<file path="src/rtl/lsb_queue.sv">
// In-order load/store queue between dispatch and memory: captures ops, snoops the
// result buses, issues strictly from the head, and holds stores until ROB commit.
module lsb_queue #(
  parameter int DEPTH   = 16,
  parameter int TAG_W   = 4,
  parameter int XLEN    = 32,
  parameter int NUM_CDB = 2
) (
  input  logic                     clk,
  input  logic                     rst,
  input  logic                     rdy,
  input  logic                     iss_valid,
  output logic                     iss_ready,
  input  logic                     iss_store,
  input  logic [1:0]               iss_size,
  input  logic                     iss_sext,
  input  logic [XLEN-1:0]          iss_imm,
  input  logic [XLEN-1:0]          iss_rs1_val,
  input  logic [XLEN-1:0]          iss_rs2_val,
  input  logic                     iss_rs1_rdy,
  input  logic                     iss_rs2_rdy,
  input  logic [TAG_W-1:0]         iss_tag,
  input  logic [NUM_CDB-1:0]       cdb_valid,
  input  logic [NUM_CDB*TAG_W-1:0] cdb_tag,
  input  logic [NUM_CDB*XLEN-1:0]  cdb_val,
  input  logic                     cmt_valid,
  input  logic [TAG_W-1:0]         cmt_tag,
  input  logic                     flush,
  output logic                     mem_req,
  output logic                     mem_we,
  output logic [XLEN-1:0]          mem_addr,
  output logic [XLEN-1:0]          mem_wdata,
  output logic [1:0]               mem_size,
  input  logic                     mem_ack,
  input  logic [XLEN-1:0]          mem_rdata,
  output logic                     wb_valid,
  output logic [TAG_W-1:0]         wb_tag,
  output logic [XLEN-1:0]          wb_data,
  output logic                     empty,
  output logic [1:0]               fsm_state
);

  localparam int PW = $clog2(DEPTH);
  localparam int CW = PW + 1;

  typedef enum logic [1:0] {IDLE = 2'd0, REQ = 2'd1, DROP = 2'd2} state_t;

  typedef struct packed {
    logic             valid;
    logic             store;
    logic             sext;
    logic             committed;
    logic [1:0]       size;
    logic [XLEN-1:0]  imm;
    logic [XLEN-1:0]  rs1;
    logic [XLEN-1:0]  rs2;
    logic             rs1_rdy;
    logic             rs2_rdy;
    logic [TAG_W-1:0] tag;
  } entry_t;

  entry_t           q [DEPTH];
  entry_t           hd;
  entry_t           new_e;
  logic [PW-1:0]    head, tail;
  logic [CW-1:0]    count, ccount, ccount_n;
  state_t           state, state_n;
  logic [TAG_W-1:0] req_tag;
  logic             req_sext;
  logic             wb_q;
  logic             issue, pop, store_pop, ld_done, enq;
  logic [DEPTH-1:0] cmt_hit;
  logic [XLEN:0]    snp1 [DEPTH];
  logic [XLEN:0]    snp2 [DEPTH];
  logic [XLEN:0]    in_snp1, in_snp2;

  // Returns {hit, value}; scanning from the top lets the lowest-index bus win.
  function automatic logic [XLEN:0] snoop(input logic [TAG_W-1:0] t);
    logic [XLEN:0] r;
    r = '0;
    for (int b = NUM_CDB - 1; b >= 0; b--)
      if (cdb_valid[b] && cdb_tag[b*TAG_W +: TAG_W] == t)
        r = {1'b1, cdb_val[b*XLEN +: XLEN]};
    return r;
  endfunction

  function automatic logic [XLEN-1:0] size_ext(input logic [XLEN-1:0] d,
                                               input logic [1:0] sz, input logic sx);
    case (sz)
      2'b00:   return {{(XLEN-8){sx & d[7]}}, d[7:0]};
      2'b01:   return {{(XLEN-16){sx & d[15]}}, d[15:0]};
      default: return d;
    endcase
  endfunction

  assign hd        = q[head];
  assign iss_ready = count < CW'(DEPTH);
  assign empty     = count == '0;
  assign enq       = iss_valid && iss_ready && !flush;
  assign ccount_n  = ccount + CW'(|cmt_hit) - CW'(store_pop);
  assign wb_valid  = wb_q && !(rdy && flush);
  assign fsm_state = state;

  always_comb begin
    cmt_hit = '0;
    for (int i = 0; i < DEPTH; i++) begin
      snp1[i]    = snoop(q[i].rs1[TAG_W-1:0]);
      snp2[i]    = snoop(q[i].rs2[TAG_W-1:0]);
      cmt_hit[i] = cmt_valid && q[i].valid && q[i].store && !q[i].committed &&
                   q[i].tag == cmt_tag;
    end
  end

  always_comb begin
    in_snp1       = snoop(iss_rs1_val[TAG_W-1:0]);
    in_snp2       = snoop(iss_rs2_val[TAG_W-1:0]);
    new_e         = '0;
    new_e.valid   = 1'b1;
    new_e.store   = iss_store;
    new_e.sext    = iss_sext;
    new_e.size    = iss_size;
    new_e.imm     = iss_imm;
    new_e.tag     = iss_tag;
    new_e.rs1     = iss_rs1_val;
    new_e.rs1_rdy = iss_rs1_rdy;
    new_e.rs2     = iss_rs2_val;
    new_e.rs2_rdy = iss_rs2_rdy || !iss_store;
    if (!iss_rs1_rdy && in_snp1[XLEN]) begin
      new_e.rs1     = in_snp1[XLEN-1:0];
      new_e.rs1_rdy = 1'b1;
    end
    if (iss_store && !iss_rs2_rdy && in_snp2[XLEN]) begin
      new_e.rs2     = in_snp2[XLEN-1:0];
      new_e.rs2_rdy = 1'b1;
    end
  end

  // A load flushed while in flight leaves the queue at once; DROP only absorbs its ack.
  always_comb begin
    state_n   = state;
    issue     = 1'b0;
    pop       = 1'b0;
    store_pop = 1'b0;
    ld_done   = 1'b0;
    case (state)
      IDLE: if (!flush && hd.valid && hd.rs1_rdy &&
                (!hd.store || (hd.rs2_rdy && hd.committed))) begin
        issue   = 1'b1;
        state_n = REQ;
      end
      REQ: if (mem_ack) begin
        pop       = 1'b1;
        store_pop = mem_we;
        ld_done   = !mem_we && !flush;
        state_n   = IDLE;
      end else if (flush && !mem_we) begin
        pop     = 1'b1;
        state_n = DROP;
      end
      DROP: if (mem_ack) state_n = IDLE;
      default: state_n = IDLE;
    endcase
  end

  always_ff @(posedge clk) begin
    if (rst) state <= IDLE;
    else if (rdy) state <= state_n;
  end

  always_ff @(posedge clk) begin
    if (rst) begin
      head   <= '0;
      tail   <= '0;
      count  <= '0;
      ccount <= '0;
    end else if (rdy) begin
      head   <= head + PW'(pop);
      ccount <= ccount_n;
      if (flush) begin
        tail  <= head + PW'(pop) + ccount_n[PW-1:0];
        count <= ccount_n;
      end else begin
        tail  <= tail + PW'(enq);
        count <= count + CW'(enq) - CW'(pop);
      end
    end
  end

  always_ff @(posedge clk) begin
    if (rst) begin
      for (int i = 0; i < DEPTH; i++) q[i] <= '0;
    end else if (rdy) begin
      for (int i = 0; i < DEPTH; i++) begin
        if (q[i].valid && !q[i].rs1_rdy && snp1[i][XLEN]) begin
          q[i].rs1     <= snp1[i][XLEN-1:0];
          q[i].rs1_rdy <= 1'b1;
        end
        if (q[i].valid && !q[i].rs2_rdy && snp2[i][XLEN]) begin
          q[i].rs2     <= snp2[i][XLEN-1:0];
          q[i].rs2_rdy <= 1'b1;
        end
        if (cmt_hit[i]) q[i].committed <= 1'b1;
        if (flush && !(q[i].committed || cmt_hit[i])) q[i].valid <= 1'b0;
      end
      if (pop) q[head] <= '0;
      if (enq) q[tail] <= new_e;
    end
  end

  always_ff @(posedge clk) begin
    if (rst) begin
      mem_req   <= 1'b0;
      mem_we    <= 1'b0;
      mem_addr  <= '0;
      mem_wdata <= '0;
      mem_size  <= '0;
      req_tag   <= '0;
      req_sext  <= 1'b0;
      wb_q      <= 1'b0;
      wb_tag    <= '0;
      wb_data   <= '0;
    end else if (rdy) begin
      wb_q <= ld_done;
      if (issue) begin
        mem_req   <= 1'b1;
        mem_we    <= hd.store;
        mem_addr  <= hd.rs1 + hd.imm;
        mem_wdata <= size_ext(hd.rs2, hd.size, 1'b0);
        mem_size  <= hd.size;
        req_tag   <= hd.tag;
        req_sext  <= hd.sext;
      end else if (mem_ack && state != IDLE) begin
        mem_req <= 1'b0;
        mem_we  <= 1'b0;
      end
      if (ld_done) begin
        wb_tag  <= req_tag;
        wb_data <= size_ext(mem_rdata, mem_size, req_sext);
      end
    end
  end

endmodule

</file>
<file path="config.mk">
export PLATFORM = sky130hd
export DESIGN_NAME = lsb_queue
export DESIGN_NICKNAME = d
export VERILOG_FILES = /design/src/rtl/lsb_queue.sv
export SDC_FILE = /design/constraint.sdc
export NUM_CORES = 2
export LEC_CHECK = 0
export ABC_CLOCK_PERIOD_IN_PS = 21800
export CAP_MARGIN = 20
export CELL_PAD_IN_SITES_DETAIL_PLACEMENT = 1
export CELL_PAD_IN_SITES_GLOBAL_PLACEMENT = 1
export CORE_ASPECT_RATIO = 0.7
export CORE_MARGIN = 2
export CORE_UTILIZATION = 35
export CTS_BUF_LIST = sky130_fd_sc_hd__clkbuf_8
export CTS_CLUSTER_SIZE = 10
export DETAILED_ROUTE_END_ITERATION = 10
export PLACE_DENSITY_LB_ADDON = 0.1
export SYNTH_ARGS = -nofsm -noshare
export SYNTH_HDL_FRONTEND = slang
export SYNTH_SLANG_ARGS = --single-unit
</file>
<file path="constraint.sdc">
create_clock -name clk -period 21.8 [get_ports clk]
set_clock_uncertainty 0.2 [all_clocks]
set_input_delay 6.54 -clock clk [delete_from_list [all_inputs] [get_ports clk]]
set_output_delay 6.54 -clock clk [all_outputs]
set_load 0.05 [all_outputs]
</file>
# After elaboration in Yosys (flattened, before gate mapping)
# Memory sizes are Yosys's and may differ from the RTL's. A register that Yosys moved wholly into a read port is not among the register bits.
# Cells that the tools add are included.
[word_totals] reg_bits=130 word_cells=997 mem_count=1 out_inout_bits=109 mem_bits_rw=1728
[classes] n_eq_ne=91 n_reduce_logical=326 muxes=457 bitwise_logic=98 order_cmp=1 addsub=8
[mem_list] name="q" words=16 width=108 rd=17 rd_clocked_by_memory_dff=1 wr=18 line="62" text="entry_t q [DEPTH];"
[ops] op="2-to-1 mux 33 bit" n=68
[ops] op="2-to-1 mux 32 bit" n=34
[ops] op="2-to-1 mux 1 bit" n=344
[ops] op="equality test 4 bit" n=84
[ops] op="logical AND 1 bit" n=226
[ops] op="case mux 32 bit (2 select lines)" n=2
[ops] op="OR 1 bit" n=96
[ops] op="zero test 1 bit" n=71
[ops] op="adder 32 bit" n=1
[ops] op="logical OR 1 bit" n=18
[ops] op="OR reduction 16 bit" n=1
[ops] op="2-to-1 mux 4 bit" n=3
[ops] op="adder 5 x 1 -> 5 bit" n=2
[ops] op="subtractor 5 x 1 -> 5 bit" n=2
[ops] op="adder 4 x 1 -> 4 bit" n=2
[ops] op="2-to-1 mux 2 bit" n=4
[ops] op="equality test 2 x 1 -> 1 bit, second input constant" n=3
[ops] op="zero test 2 bit" n=3
[ops] op="case mux 2 bit (3 select lines)" n=1
[ops] op="AND reduction 2 bit" n=3
[ops] op="zero test 5 bit" n=1
[ops] op="less-than comparator 5 bit, second input constant" n=1
[ops] op="2-to-1 mux 5 bit" n=1
[ops] op="adder 4 bit" n=1
[ops] op="other kinds (6)" n=9

# Depth between registers and ports, before layout
# An unclocked memory read counts as a cell.
[depth] ltp_word=13 ltp_mapped=19 depth_no_buf=17

# Worst setup path before layout
# Ideal clock, no wire load.
[synth_path] path_kind="input port to output port" from="input rdy" to="output wb_valid" required_ps=15060 path_buffers=3 arrival_time_ps=7766 stages=5 path_slack_ps=7294 path_cell_list="buf_2 clkbuf_1 nand2_1 clkbuf_1 and2_1"
[synth_via] elab_chain_len=3
[synth_lines] element="from (decl)" line="11" text="input logic rdy,"
[synth_lines] element="logical AND 1 bit" line="101" text="assign wb_valid = wb_q && !(rdy && flush);"
[synth_lines] element="zero test 1 bit" line="101"
[synth_lines] element="logical AND 1 bit" line="101"
[synth_lines] element="to (decl)" line="36" text="output logic wb_valid,"
# Every way passes these cells.

# Worst setup path in the final report
[layout_path] from="input flush" to="output wb_valid"
[layout_via] elab_chain_len=3
[layout_lines] element="from (decl)" line="28" text="input logic flush,"
[layout_lines] element="logical AND 1 bit" line="101"
[layout_lines] element="zero test 1 bit" line="101"
[layout_lines] element="logical AND 1 bit" line="101"
# Every way passes these cells.

==> impl_metrics.ini <==
[timing]
fin_tns_setup_ns = 0
relSlewSlack_pct = 17.2
rsz0062_at_grt = no
period_share_pct = 72.4
hold_viol = 0
fmaxAchievable_mhz = 63.4
min_period_ns = 15.78
tightest_slew_ns = 1.24
setup_viol_count_final = 0
slew_violations = 0

[clocking]
hold_buffers = 0
clk_path_buf_depth = 4
clock-root-buffer = clkbuf_8
cts_setup_buffers = 0
numClockSinks = 1862
clk_pin_slew_ns = 0.06
cts_tree = yes
clk_latency_ns = 1.04
ctsHtreeMaxLevel = 5
ctsResizeCount = 0
cts_buffers = 334

[outcome]
outcome = finished clean

[yosys]
synthTopCellsByArea = edfxtp_1 (49%), mux4_2 (11%), mux2i_1 (9.2%)
synth-simple-area-share_pct = 8.34
synth_top_family_by_area = multiplexers
synth.cell_area_sq_um = 103000
muxShareOfSynthArea_pct = 22.3
synth-edff-count = 1678
synthFlopType = edfxtp_1
synthCells = 8059
synth_top_area_cell = edfxtp_1
synth_fa_ha_area_share_pct = 0.671
yosysWarnings = 0
synth_compound_area_share_pct = 9.11
avgSynthCellArea_sq_um = 12.8
ys_seq_area_share_pct = 52.3
synth_nets = 8335
synth.ff_latch_count = 1862
synth.top_cell.area_share_pct = 48.8
yosysUniqueCellTypes = 79
synth_xor_area_share_pct = 3.08
ys_async_sr_fraction_pct = 0

[worst_setup_path]
cpLargestDelayFamily = buffers and inverters
path_max_fanout = 19
crit_path_frequent_cell = clkdlybuf4s50_1
critical_path_buf_inv_count = 3
worst_path_largest_cell_delay_ns = 0.72
path_class = input pin to output port
worstPathArrival_ns = 9.04
cp_data_required_time_ns = 15.06
crit_chain = clkdlybuf4s50_1, buf_4, nand2_1, and2_1, clkdlybuf4s50_1
reg2reg_depth = 13
startpoint_type = input pin
cp.depth = 5
cpMaxStageDelayCell = clkdlybuf4s50_1
crit_path_end_kind = output port

[grt]
grt_max_degree = 125
grtUsageTotal_pct = 30.5
grt_pass1_wl_microns = 646000
grt_pass1_vias = 78700
antenna_found_initial = 29
overflow = 0

[hold_path]
hp-class = flop to flop
worstHoldPathCells = 2

[routing]
drt_iter0_markers = 9750
via_per_inst = 6.42
firstDrtPassIters = 6
ant_nets = 0
wl_per_cell_microns = 38.6
drcViolationCount = 0
route.vias.total = 77800
route.final.wire_length_microns = 468000

[place]
portBuffers = 331
place_congestion = 0.850
dpl.hpwl_microns = 270000

[floorplanning]
die_w_microns = 653
dieArea_sq_um = 300000
core-area_sq_um = 293000
floorplan.initialDensity_pct = 35.3
io_pins = 332
die-height_microns = 459
num_rows = 166

[pwr]
power_mw = 8.15
leakage_nw = 39.3
powerDensity_nw_per_um2 = 69.9
ir_worst_vdd_mv = 0.0348

[layout]
utilization_pct = 39.8
layout_common_cells = edfxtp_1 (1678), mux2i_1 (951), o22ai_1 (875)
nets = 8275
final_common_cell = edfxtp_1
fillers = 30100
syn_to_final_growth_pct = 12.8
drive_above_1_share_pct = 19.4

[flow_run]
drv_cap = 0
## layer usage
metal	part of all wire, %	GRT usage, %	routed length [microns]
met1	44	44.0	205000
met2	44	45.9	204000
met3	9.2	5.82	43300
met4	3.6	9.97	16700
met5	0.010	0	49
## power breakdown
part	total [mW]	switching [mW]	internal (mW)
registers	4.06	0.0537	4.01
clock network	3.22	1.63	1.59
logic	0.865	0.597	0.268
## worst register-to-register path, stage by stage (launching register included)
cell and delay, ns:
dfxtp_4 0.80, buf_4 0.80, buf_4 0.60, buf_12 0.32
buf_12 0.60, mux4_2 0.71, mux4_2 0.62, ha_1 0.50
nand2_1 0.12, or3_1 0.43, o311a_1 0.47, nor4b_1 0.52
mux2_2 0.39, a2111oi_1 0.35
## cells by family after synthesis
family	Yosys count
AOI/OAI and AO/OA	1505
DFF	1862
buffers and inverters	1064
xor gates and xnor gates	363
adders and majority gates	53
muxes	1629
and+or+nand+nor	1583
## through the flow
step	setup WS, ns	cell area [sq um]	hold slack [ns]	std cells
6_report	6.02	117000	0.251	12100
5_1_grt	5.92	117000	0.267	12100
4_1_cts	6.01	116000	0.252	12100
3_3_place_gp	6.00	110000	0.242	11500
2_1_floorplan	7.29	103000	0.232	8059
3_5_place_dp	6.03	110000	0.246	11500
## cell type report
type	instances	area [sq um]	share of cell area (%)
sequential	1862	54100	46.4
inverter	53	210	0.180
multi-input combinational	5133	45800	39.3
timing repair buffer	615	5530	4.74
antenna	4	10.0	0.00859
clock inverter	225	1020	0.874
clock buffer	368	5060	4.35
tap	3864	4830	4.15
## path summary, 6_finish.rpt
path,from,endpoint,slack [ns]
setup / recovery,flush,wb_valid,6.02
setup reg to reg,flop,mem_addr[31]$_SDFFE_PP0P_,14.22
hold reg to reg,mem_addr[26]$_SDFFE_PP0P_,mem_addr[26]$_SDFFE_PP0P_,0.25
hold / removal,mem_addr[26]$_SDFFE_PP0P_,mem_addr[26]$_SDFFE_PP0P_,0.25
## registers in the layout, summed over array words and instances, names as in the netlist, named ones only
| register | count |
|---|---|
| q | 1728 |
| mem_addr | 32 |
| mem_wdata | 32 |
| wb_data | 32 |
| ccount | 5 |
| count | 5 |
| head | 4 |
| req_tag | 4 |
| tail | 4 |
| wb_tag | 4 |
| fsm_state | 2 |
| mem_size | 2 |
| mem_req | 1 |
| mem_we | 1 |
| req_sext | 1 |
| wb_q | 1 |
## synth_stat cells, types with 219 or more instances
| library cell | count |
|---|---|
| buf_2 | 219 |
| mux4_2 | 519 |
| and3_1 | 366 |
| and2_1 | 287 |
| mux2i_1 | 951 |
| o22ai_1 | 875 |
| edfxtp_1 | 1678 |
| xor2_1 | 233 |
| o21ai_0 | 243 |
| nor2_1 | 242 |
| nand2_1 | 362 |
| clkbuf_1 | 720 |
(Power assumes the default switching activity.)
